`src/rtl/ram_arbiter.sv`:
```
// ram_arbiter: two-requester arbiter in front of one simple-dual-port RAM.
// Grants are combinational. At most one RAM operation (read or write) is
// issued per cycle. Read data comes back one cycle after the read grant on
// a shared rdata bus, marked by rvalid0/rvalid1.
//
// Ownership FSM (IDLE / OWN0 / OWN1). The owner keeps the grant while it
// requests. When the other side is waiting, the owner is cut off after
// MAXBURST consecutive grants.
//
// Build option: define RAM_ARBITER_RR_EN to resolve an IDLE tie round-robin
// (the requester not served most recently wins). Leave it undefined for
// fixed priority, where requester 0 always wins the tie.
//
// Ports:
//   clk, rst                  clock, asynchronous active-high reset
//   req0/1, we0/1             request valid, 1 = write / 0 = read
//   addr0/1, wdata0/1         request address and write data
//   gnt0/1                    combinational accept
//   rvalid0/1, rdata          read return, one cycle after the read grant
//   rden, rdaddr              RAM read port
//   wren, wraddr, wrdata      RAM write port
//   ram_rddata                RAM registered read data
module ram_arbiter #(
  parameter int WIDTH    = 64,
  parameter int SIZE     = 512,
  parameter int MAXBURST = 8,
  localparam int ABITS   = $clog2(SIZE)
) (
  input  logic             clk,
  input  logic             rst,
  input  logic             req0,
  input  logic             req1,
  input  logic             we0,
  input  logic             we1,
  input  logic [ABITS-1:0] addr0,
  input  logic [ABITS-1:0] addr1,
  input  logic [WIDTH-1:0] wdata0,
  input  logic [WIDTH-1:0] wdata1,
  output logic             gnt0,
  output logic             gnt1,
  output logic             rvalid0,
  output logic             rvalid1,
  output logic [WIDTH-1:0] rdata,
  output logic             rden,
  output logic [ABITS-1:0] rdaddr,
  output logic             wren,
  output logic [ABITS-1:0] wraddr,
  output logic [WIDTH-1:0] wrdata,
  input  logic [WIDTH-1:0] ram_rddata
);

  localparam int CW = $clog2(MAXBURST + 1);
  localparam logic [CW-1:0] BURST_MAX = CW'(MAXBURST);

  typedef enum logic [1:0] {
    IDLE = 2'd0,
    OWN0 = 2'd1,
    OWN1 = 2'd2
  } state_t;

  state_t        state_reg;
  logic [CW-1:0] burst_reg;
  logic          rvalid0_reg;
  logic          rvalid1_reg;
`ifdef RAM_ARBITER_RR_EN
  // One-hot "served most recently": bit n set means requester n was served
  // last. The reset value 2'b01 marks requester 0, so the first tie after
  // reset goes to requester 1.
  logic [1:0]    last_reg;
`endif

  logic grant0;
  logic grant1;
  logic burst_at_max;

  assign burst_at_max = (burst_reg == BURST_MAX);

  // Grant decision. Rst masks the grant outputs so that nothing can be
  // accepted while reset is held, whatever the requests are doing.
  always_comb begin
    grant0 = 1'b0;
    grant1 = 1'b0;
    case (state_reg)
      IDLE: begin
        if (req0 && req1) begin
`ifdef RAM_ARBITER_RR_EN
          if (last_reg[1]) grant0 = 1'b1;
          else             grant1 = 1'b1;
`else
          grant0 = 1'b1;
`endif
        end else begin
          grant0 = req0;
          grant1 = req1;
        end
      end
      OWN0: begin
        if (req0 && !(burst_at_max && req1)) grant0 = 1'b1;
        else if (req1)                       grant1 = 1'b1;
      end
      OWN1: begin
        if (req1 && !(burst_at_max && req0)) grant1 = 1'b1;
        else if (req0)                       grant0 = 1'b1;
      end
      default: begin
        grant0 = 1'b0;
        grant1 = 1'b0;
      end
    endcase
  end

  assign gnt0 = grant0 & ~rst;
  assign gnt1 = grant1 & ~rst;

  // RAM port drive. The two grants are exclusive, so rden and wren can
  // never both be high.
  assign rden   = (gnt0 & ~we0) | (gnt1 & ~we1);
  assign wren   = (gnt0 &  we0) | (gnt1 &  we1);
  assign rdaddr = gnt1 ? addr1  : addr0;
  assign wraddr = gnt1 ? addr1  : addr0;
  assign wrdata = gnt1 ? wdata1 : wdata0;

  assign rvalid0 = rvalid0_reg;
  assign rvalid1 = rvalid1_reg;
  // Gate the shared read bus so that it reads zero whenever no return is
  // pending, including during reset.
  assign rdata   = (rvalid0_reg | rvalid1_reg) ? ram_rddata : '0;

  always_ff @(posedge clk or posedge rst) begin
    if (rst) begin
      state_reg   <= IDLE;
      burst_reg   <= '0;
      rvalid0_reg <= 1'b0;
      rvalid1_reg <= 1'b0;
`ifdef RAM_ARBITER_RR_EN
      last_reg    <= 2'b01;
`endif
    end else begin
      rvalid0_reg <= gnt0 & ~we0;
      rvalid1_reg <= gnt1 & ~we1;
      if (gnt0) begin
        // A grant to the current owner extends its burst. A grant to a new
        // owner starts a new burst at 1.
        if (state_reg == OWN0)
          burst_reg <= burst_at_max ? burst_reg : burst_reg + CW'(1);
        else
          burst_reg <= CW'(1);
        state_reg <= OWN0;
`ifdef RAM_ARBITER_RR_EN
        last_reg  <= 2'b01;
`endif
      end else if (gnt1) begin
        if (state_reg == OWN1)
          burst_reg <= burst_at_max ? burst_reg : burst_reg + CW'(1);
        else
          burst_reg <= CW'(1);
        state_reg <= OWN1;
`ifdef RAM_ARBITER_RR_EN
        last_reg  <= 2'b10;
`endif
      end else begin
        state_reg <= IDLE;
        burst_reg <= '0;
      end
    end
  end

endmodule

```
`config.mk`:
```
export PLATFORM = sky130hd
export DESIGN_NAME = ram_arbiter
export DESIGN_NICKNAME = d
export VERILOG_FILES = /design/src/rtl/ram_arbiter.sv
export SDC_FILE = /design/constraint.sdc
export NUM_CORES = 1
export LEC_CHECK = 0
export ABC_AREA = 1
export CAP_MARGIN = 5
export CORE_AREA = 4 4 141 143
export DETAILED_ROUTE_END_ITERATION = 7
export DIE_AREA = 0 0 145 147
export PLACE_DENSITY_LB_ADDON = 0.15
export SYNTH_ARGS = -nofsm -noshare
export SYNTH_HDL_FRONTEND = slang
export SYNTH_SLANG_ARGS = --single-unit
```
`constraint.sdc`:
```
create_clock -name clk -period 4.3 [get_ports clk]
set_clock_uncertainty 0.05 [all_clocks]
set_input_delay 0.645 -clock clk [delete_from_list [all_inputs] [get_ports clk]]
set_output_delay 0.645 -clock clk [all_outputs]
set_load 0.02 [all_outputs]
```
Word level (Yosys, flattened, before mapping) --
Cells that the tools add are included.
Word-level totals: bits in registers 8, bits of input ports 216, output and inout bits 152, word-level logic and storage cells 48
Operators by class: add/subtract/negate cells 1, eq/ne operators 3, muxes and demuxes 20, bitwise operators 12, reductions and logical operators 8
Operators by type and width (number):
- $mux 64 | 2
- $mux 4 | 5
- $mux 9 | 1
- $mux 1 | 8
- $and 1x1->1 | 6
- $pmux 1 s3 | 2
- $logic_and 1x1->1 | 5
- $add 4x1->4 const B | 1
- $eq 4x4->1 const B | 1
- $mux 2 | 2
- $not 1->1 | 3
- $or 1x1->1 | 3
- $eq 2x1->1 const B | 1
- $eq 2x2->1 const B | 1
- $logic_not 1->1 | 2
- $logic_not 2->1 | 1

Logic depth before layout (Yosys ltp) --
Gate-level depths: netlist of run 1.
depth after elaboration 9, gate-level depth with buffers 11, gate-level depth less buffers 9

Least setup slack after synthesis of run 1 --
OpenSTA, ideal clock, no wires.
kind input port to output port, start point input port rst, end point output port wraddr[3], arrival 1.765 ns, data required time 3.605 ns, setup slack 1.840 ns, cell stages on the path 6, buffers on the path 3, path through inv_1 -> clkbuf_1 -> buf_1 -> nand3_1 -> nand2_1 -> buf_4
Between the ends: cells in the longest elaborated chain, start to end 3
Ends and longest elaborated chain:
- from (decl) | RTL line 30 | input logic rst,
- $not 1->1 | RTL line 113 | assign gnt1 = grant1 & ~rst;
- $and 1x1->1 | RTL line 113
- $mux 9
- to (decl) | RTL line 47 | output logic [ABITS-1:0] wraddr,
Every way passes these cells.

Worst setup path after layout of run 1 --
start point input port req0, end point output port wraddr[2]
Between the ends: cells in the longest elaborated chain, start to end 7, elaborated cells on any way between the ends 11, classes of those cells mux (5); bitwise (1); reduce/logical (5)
Ends and longest elaborated chain:
- from (decl) | RTL line 31 | input logic req0,
- $logic_and 1x1->1 | RTL line 102 | if (req1 && !(burst_at_max && req0)) grant1 = 1'b1;
- $logic_not 1->1 | RTL line 102
- $logic_and 1x1->1 | RTL line 102
- $mux 1 | RTL line 102
- $pmux 1 s3 (*) | RTL line 83 | case (state_reg)
- $and 1x1->1 (*) | RTL line 113
- $mux 9 (*) | RTL line 120 | assign wraddr = gnt1 ? addr1 : addr0;
Mark *: on every way between the ends. The rest lies on a longest branch, timed or not.

==> flow_metrics.tcl, run 1 <==
set metrics [dict create \
    status "complete, no violations" \
    synth_nets 682 \
    setup_viol 0 \
    root_buffer "clkbuf_16" \
    post_cts_resized 0 \
    power_mw 0.919 \
    synth.area.top_cells "nand2_1 28%, nand3_1 19%, inv_1 13%, nor2_1 13%, dfrtp_1 9.2%" \
    clk_latency_ps 230 \
    multi_input_area_um2 1440 \
    hold_slack_ps 638 \
    io_pins 368 \
    grt-ovfl-total 0 \
    p_per_area_nw_per_um2 152 \
    ir_drop_uv 70.0 \
    drive_gt1_frac 0.0163 \
    antenna_found_initial 1 \
    cp-end-kind "primary output" \
    dpl.hpwl_um 12100 \
    die_y_um 147 \
    core-area_um2 18600 \
    drc 0 \
    tns_ps 0 \
    synth_common_cells "163 x nand2_1, 83 x nand3_1, 78 x inv_1" \
    row_count 50 \
    netlist_instances 464 \
    worstPathArrival_ps 3030 \
    synth_edf_count 0 \
    largest_reg_flops 4 \
    cts_tree "yes" \
    antenna_left 0 \
    seq_area_um2 200 \
    fin_ws_ps 576 \
    diodes 0 \
    hold_class "reg -> reg" \
    nNetsFinal 1019 \
    fin_crit_ps 3720 \
    grt_pass1_vias 3872 \
    synth_ff_type "dfrtp_1" \
    wirelength_um 14600 \
    portBuffers 367 \
    synth_seq_cells 8 \
    leakagePower_nw 2.88 \
    hold_viol 0 \
    num_vias 3957 \
    cts_setup_buffers 0 \
    synthDistinctLibCells 18 \
    max_freq_mhz 269 \
    cts_buffers 3 \
    synthArstFlopShare 1.00 \
    synth_warnings 0 \
    drv_cap 0 \
    avgSynthCellArea_um2 4.68 \
    critPathKind "in -> out" \
    first_iter_violations 75 \
    die_area_um2 21300 \
    grt_pass1_wl_um 21300 \
    nFillCells 2049 \
    cts_hold_buf 0 \
    initial_core_util 0.117 \
    synth_top_area_share 0.282 \
    wire_per_inst_um 14.1 \
    worstPathRequired_ps 3610 \
    fin_crit_sh 0.866 \
    synthToLayoutAreaGrowth_pct 178 \
    vias_per_cell 3.83 \
    grt_max_degree 92 \
    track_usage 0.123 \
    tightestPinTransition_ps 618 \
    syn_area_um2 2170 \
    grt_setup_unrepaired "no" \
    worstSetupStartpointType "primary input" \
    maxSlewHeadroom 0.588 \
    clock_path_buffers 2 \
    crit_fanout 45 \
    dp_slack_ps 522 \
    report.final.slew_viol_count 0 \
    drtPass1Iterations 4 \
    dieWidth_um 145 \
    path_clk_slew_ps 40 \
    yosysSeqAreaShare 0.0922 \
    gp_congestion 0.755 \
    yosysMostFrequentCell "nand2_1" \
    clock-sinks 8 \
    htreeDepth 1 \
    synth_area_leader_cell "nand2_1" \
]
-- layer usage --
metal  wire length [um]  part of all wire  GRT usage  up-vias
met5                  8           0.00055          0        -
met4                267             0.018     0.0266        2
met3               1810              0.12     0.0626       18
met2               7480              0.51      0.238      241
met1               5030              0.34      0.118     1645
li1                   -                 -          -     2051
-- through the flow --
stage,utilization,std cells,cell area [um2]
2_1_floorplan,-,464,2170
3_3_place_gp,0.321,1030,5970
3_5_place_dp,0.321,1030,5970
4_1_cts,0.326,1033,6050
5_1_grt,0.326,1033,6050
6_report,0.326,1033,6050
-- worst max-delay path, cell delays in order --
cell and delay [ps]:
clkdlybuf4s50_1 600, nand4_1 160, nand3_1 110, nand2_2 90, nand2_2 310, buf_12 260
nand2_1 80, nand2_1 80, clkdlybuf4s50_1 660
-- power by group --
part | internal [mW] | total, mW | leakage, nW | switching [mW]
Sequential | 0.0785 | 0.0816 | 0.108 | 0.00311
Clock | 0.120 | 0.156 | 0.0370 | 0.0358
Combinational | 0.373 | 0.682 | 2.73 | 0.309
-- logic make-up (layout without fill, tap and decap cells) --
| group | after synthesis | after routing | synth area share |
|---|---|---|---|
| buf+inv | 119 | 454 | 0.251 |
| flops | 8 | 8 | 0.0922 |
| xor+xnor | 1 | 1 | 0.00403 |
| fa+ha+maj | 2 | 2 | 0.0115 |
| compound gates | 4 | 4 | 0.0104 |
| simple gates | 330 | 330 | 0.631 |
-- worst paths after layout --
| path | start | endpoint | slack, ps | cells after the start |
|---|---|---|---|---|
| hold reg to reg | state_reg[0] | burst_reg[2] | 640 | 2 |
| setup reg to reg | burst_reg[0] | rvalid1 | 2440 | 9 |
| setup / recovery | req0 | wraddr[2] | 580 | 9 |
| max in group asynchronous | rst | burst_reg[3] | 2970 | 3 |
| min in group asynchronous | rst | state_reg[1] | 830 | 3 |
| hold / removal | state_reg[0] | burst_reg[2] | 640 | 2 |
-- cells in the final DEF, fill, tap and decap left out --
cell type / netlist / final
buf_12: 0 / 3
nand4_1: 8 / 8
o21ai_0: 3 / 3
clkdlybuf4s50_1: 0 / 367
dfrtp_1: 8 / 8
nand3_1: 83 / 83
nor2_1: 73 / 72
nand3b_1: 1 / 1
inv_2: 1 / 2
xor2_1: 1 / 1
nand2_1: 163 / 163
o21bai_1: 1 / 1
ha_1: 2 / 2
inv_1: 78 / 77
nand2_2: 2 / 2
clkbuf_16: 0 / 3
buf_4: 11 / 2
nor2_4: 0 / 1
-- cell type report --
type | count | share of cell area
clock buffer | 3 | 0.0124
inverter | 79 | 0.0490
multi-input combinational | 337 | 0.237
sequential | 8 | 0.0331
tap | 234 | 0.0484
timing repair buffer | 372 | 0.620
Power figures use the tool's default switching activity.
==> run 2, diff against run 1 <==
Settings changed: ABC_AREA 1 to not set.
==> run 2 against run 1 <==
  * Non-clock buffer count decreased by 3
  * Combinational power decreased by 7.5%
  * Global-route usage decreased by 1.6 points
  * Power decreased by 5.1%
  * Flip-flop and latch count unchanged
  * Sequential share of layout area increased by 0.097 points
  * Via count decreased by 27%
  * Final cell count decreased by 24%
  * Hold slack got worse by 96 ps
  * Synthesized cell count decreased by 55%
  * Sequential power increased by 2%
  * Critical path type unchanged
  * Largest cell class unchanged
  * Highest routed layer is now met4
==> flow_metrics.tcl, run 2 <==
set metrics [dict create \
    clock-sinks 8 \
    synthToLayoutAreaGrowth_pct 197 \
    grt_pass1_wl_um 18400 \
    initial_core_util 0.106 \
    dpl.hpwl_um 11400 \
    die_y_um 147 \
    die_area_um2 21300 \
    final_cell_mix "367 x clkdlybuf4s50_1, 64 x nor2b_1, 47 x mux2_2" \
    min_from "burst_reg[2]" \
    cts_buffers 3 \
    antenna_left 0 \
    report.final.slew_viol_count 0 \
    grt_max_degree 78 \
    clk_latency_ps 230 \
    core-area_um2 18600 \
    clock_path_buffers 2 \
    synth_ff_type "dfrtp_1" \
    min_path_cells 2 \
    timing.rr.end "rvalid1" \
    portBuffers 367 \
    antenna_found_initial 0 \
    worstPathArrival_ps 3080 \
    reg2reg_depth 7 \
    fin_crit_ps 3780 \
    path_clk_slew_ps 40 \
    fin_ws_ps 522 \
    synth_common_cells "64 x nor2b_1, 47 x mux2_2, 26 x mux2_4" \
    fin_crit_sh 0.879 \
    ir_drop_uv 95.2 \
    gp_congestion 0.782 \
    syn_area_um2 1980 \
    wirelength_um 12700 \
    crit_path_cell_trace "clkdlybuf4s50_1 -> a21oi_1 -> nand2_1 -> a21oi_4 -> buf_12 -> mux2_2 -> clkdlybuf4s50_1" \
    yosysSeqAreaShare 0.101 \
    drv_cap 0 \
    row_count 50 \
    slowest_stage "clkdlybuf4s50_1" \
    cts_hold_buf 0 \
    synth_top_area_share 0.268 \
    maxSlewHeadroom 0.644 \
    dieWidth_um 145 \
    hold_end "burst_reg[2]" \
    worstSetupStartpointType "primary input" \
    largest_reg_flops 4 \
    num_vias 2885 \
    diodes 0 \
    cts_tree "yes" \
    nNetsFinal 775 \
    reg2reg_from "burst_reg[0]" \
    drc 0 \
    cp-end-kind "primary output" \
    utilization 0.316 \
    dp_slack_ps 487 \
    cts_setup_buffers 0 \
    synth_edf_count 0 \
    critPathKind "in -> out" \
    track_usage 0.108 \
    status "complete, no violations" \
    netlist_instances 207 \
    first_iter_violations 32 \
    synth_nets 425 \
    hold_class "reg -> reg" \
    synth_seq_cells 8 \
    synthArstFlopShare 1.00 \
    synth.area.top_cells "mux2_2 27%, nor2b_1 20%, mux2_4 20%, dfrtp_1 10%, buf_4 4.9%" \
    grt_setup_unrepaired "no" \
    htreeDepth 1 \
    post_cts_resized 0 \
    wire_per_inst_um 16.1 \
    leakagePower_nw 2.15 \
    setup_viol 0 \
    root_buffer "clkbuf_16" \
    nFillCells 1916 \
    grt-ovfl-total 0 \
    path_common_cell "clkdlybuf4s50_1" \
    crit_fanout 77 \
    rrSetupSlack_ps 2290 \
    grt_pass1_vias 3145 \
    tns_ps 0 \
    worstPathRequired_ps 3610 \
    hold_viol 0 \
    layout_commonest_cell "clkdlybuf4s50_1" \
    drtPass1Iterations 4 \
    yosysMostFrequentCell "nor2b_1" \
    synthDistinctLibCells 29 \
    drive_gt1_frac 0.148 \
    p_per_area_nw_per_um2 148 \
    critPathMaxStageDelay_ps 590 \
    tightestPinTransition_ps 534 \
    synth_warnings 0 \
    io_pins 368 \
    vias_per_cell 3.66 \
    synth_area_leader_cell "mux2_2" \
    avgSynthCellArea_um2 9.55 \
    max_freq_mhz 265 \
]
==> run 2: cell types whose count changed after synthesis, sizes merged, moves of 4 or more <==
cell and change:
xnor2 +4, clkbuf -6, nand2 -164, mux2 +73
nand3 -82, a21oi +4, nor2b +64, inv -73
nor2 -71, nand4 -8, and2 +4, buf -10
==> run 2: cells by family after synthesis <==
logic type / synth area share
DFF: 0.101
buffers and inverters: 0.101
AOI/OAI and AO/OA: 0.0475
adders and majority gates: 0.0127
xor gates and xnor gates: 0.0177
muxes: 0.482
and+or+nand+nor: 0.239
==> run 2: per-layer routing <==
metal  global-route usage  vias to the layer above  part of all wire
li1                     -                     1387                 -
met1                0.100                     1257              0.33
met2                0.220                      225              0.55
met3               0.0404                       16              0.10
met4               0.0266                        0             0.021
met5                    0                        -                 0
==> run 2: how the worst max path moves through the flow <==
stage / startpoint / end / slack, ps / depth (start not counted)
6_report: rst / wrdata[63] / 520 / 7
5_1_grt: rst / wrdata[63] / 420 / 7
4_1_cts: rst / wrdata[63] / 480 / 7
3_5_place_dp: rst / wrdata[63] / 490 / 7
3_3_place_gp: rst / wrdata[63] / 500 / 7
2_1_floorplan: burst_reg[0] / wraddr[5] / 1570 / 8
==> run 2: per-stage QoR <==
step	instance area (um2)	power, mW	hold WS (ps)	std cells
5_1_grt	5880	0.912	562	789
2_1_floorplan	1980	0.344	419	207
3_3_place_gp	5800	0.721	543	786
3_5_place_dp	5800	0.722	534	786
6_report	5880	0.872	541	789
4_1_cts	5880	0.886	550	789
==> run 2: critical path: cells and delay by family <==
family / cells / cell delay, ps
muxes: 1 / 400
AOI/OAI and AO/OA: 2 / 390
buffers and inverters: 3 / 1400
and+or+nand+nor: 1 / 140
==> run 2: area by class of cell <==
class	count	area, um2	share of cell area
Timing Repair Buffer	369	3700	0.630
Clock buffer	3	75.1	0.0128
Tap cell	234	293	0.0498
Inverter	6	22.5	0.00383
Multi-Input combinational cell	169	1590	0.270
Sequential cell	8	200	0.0341
==> run 2: power by group <==
part | switching [mW] | total [mW] | internal (mW)
logic | 0.239 | 0.631 | 0.392
registers | 0.00457 | 0.0830 | 0.0784
clock network | 0.0378 | 0.158 | 0.120
total | 0.281 | 0.872 | 0.591
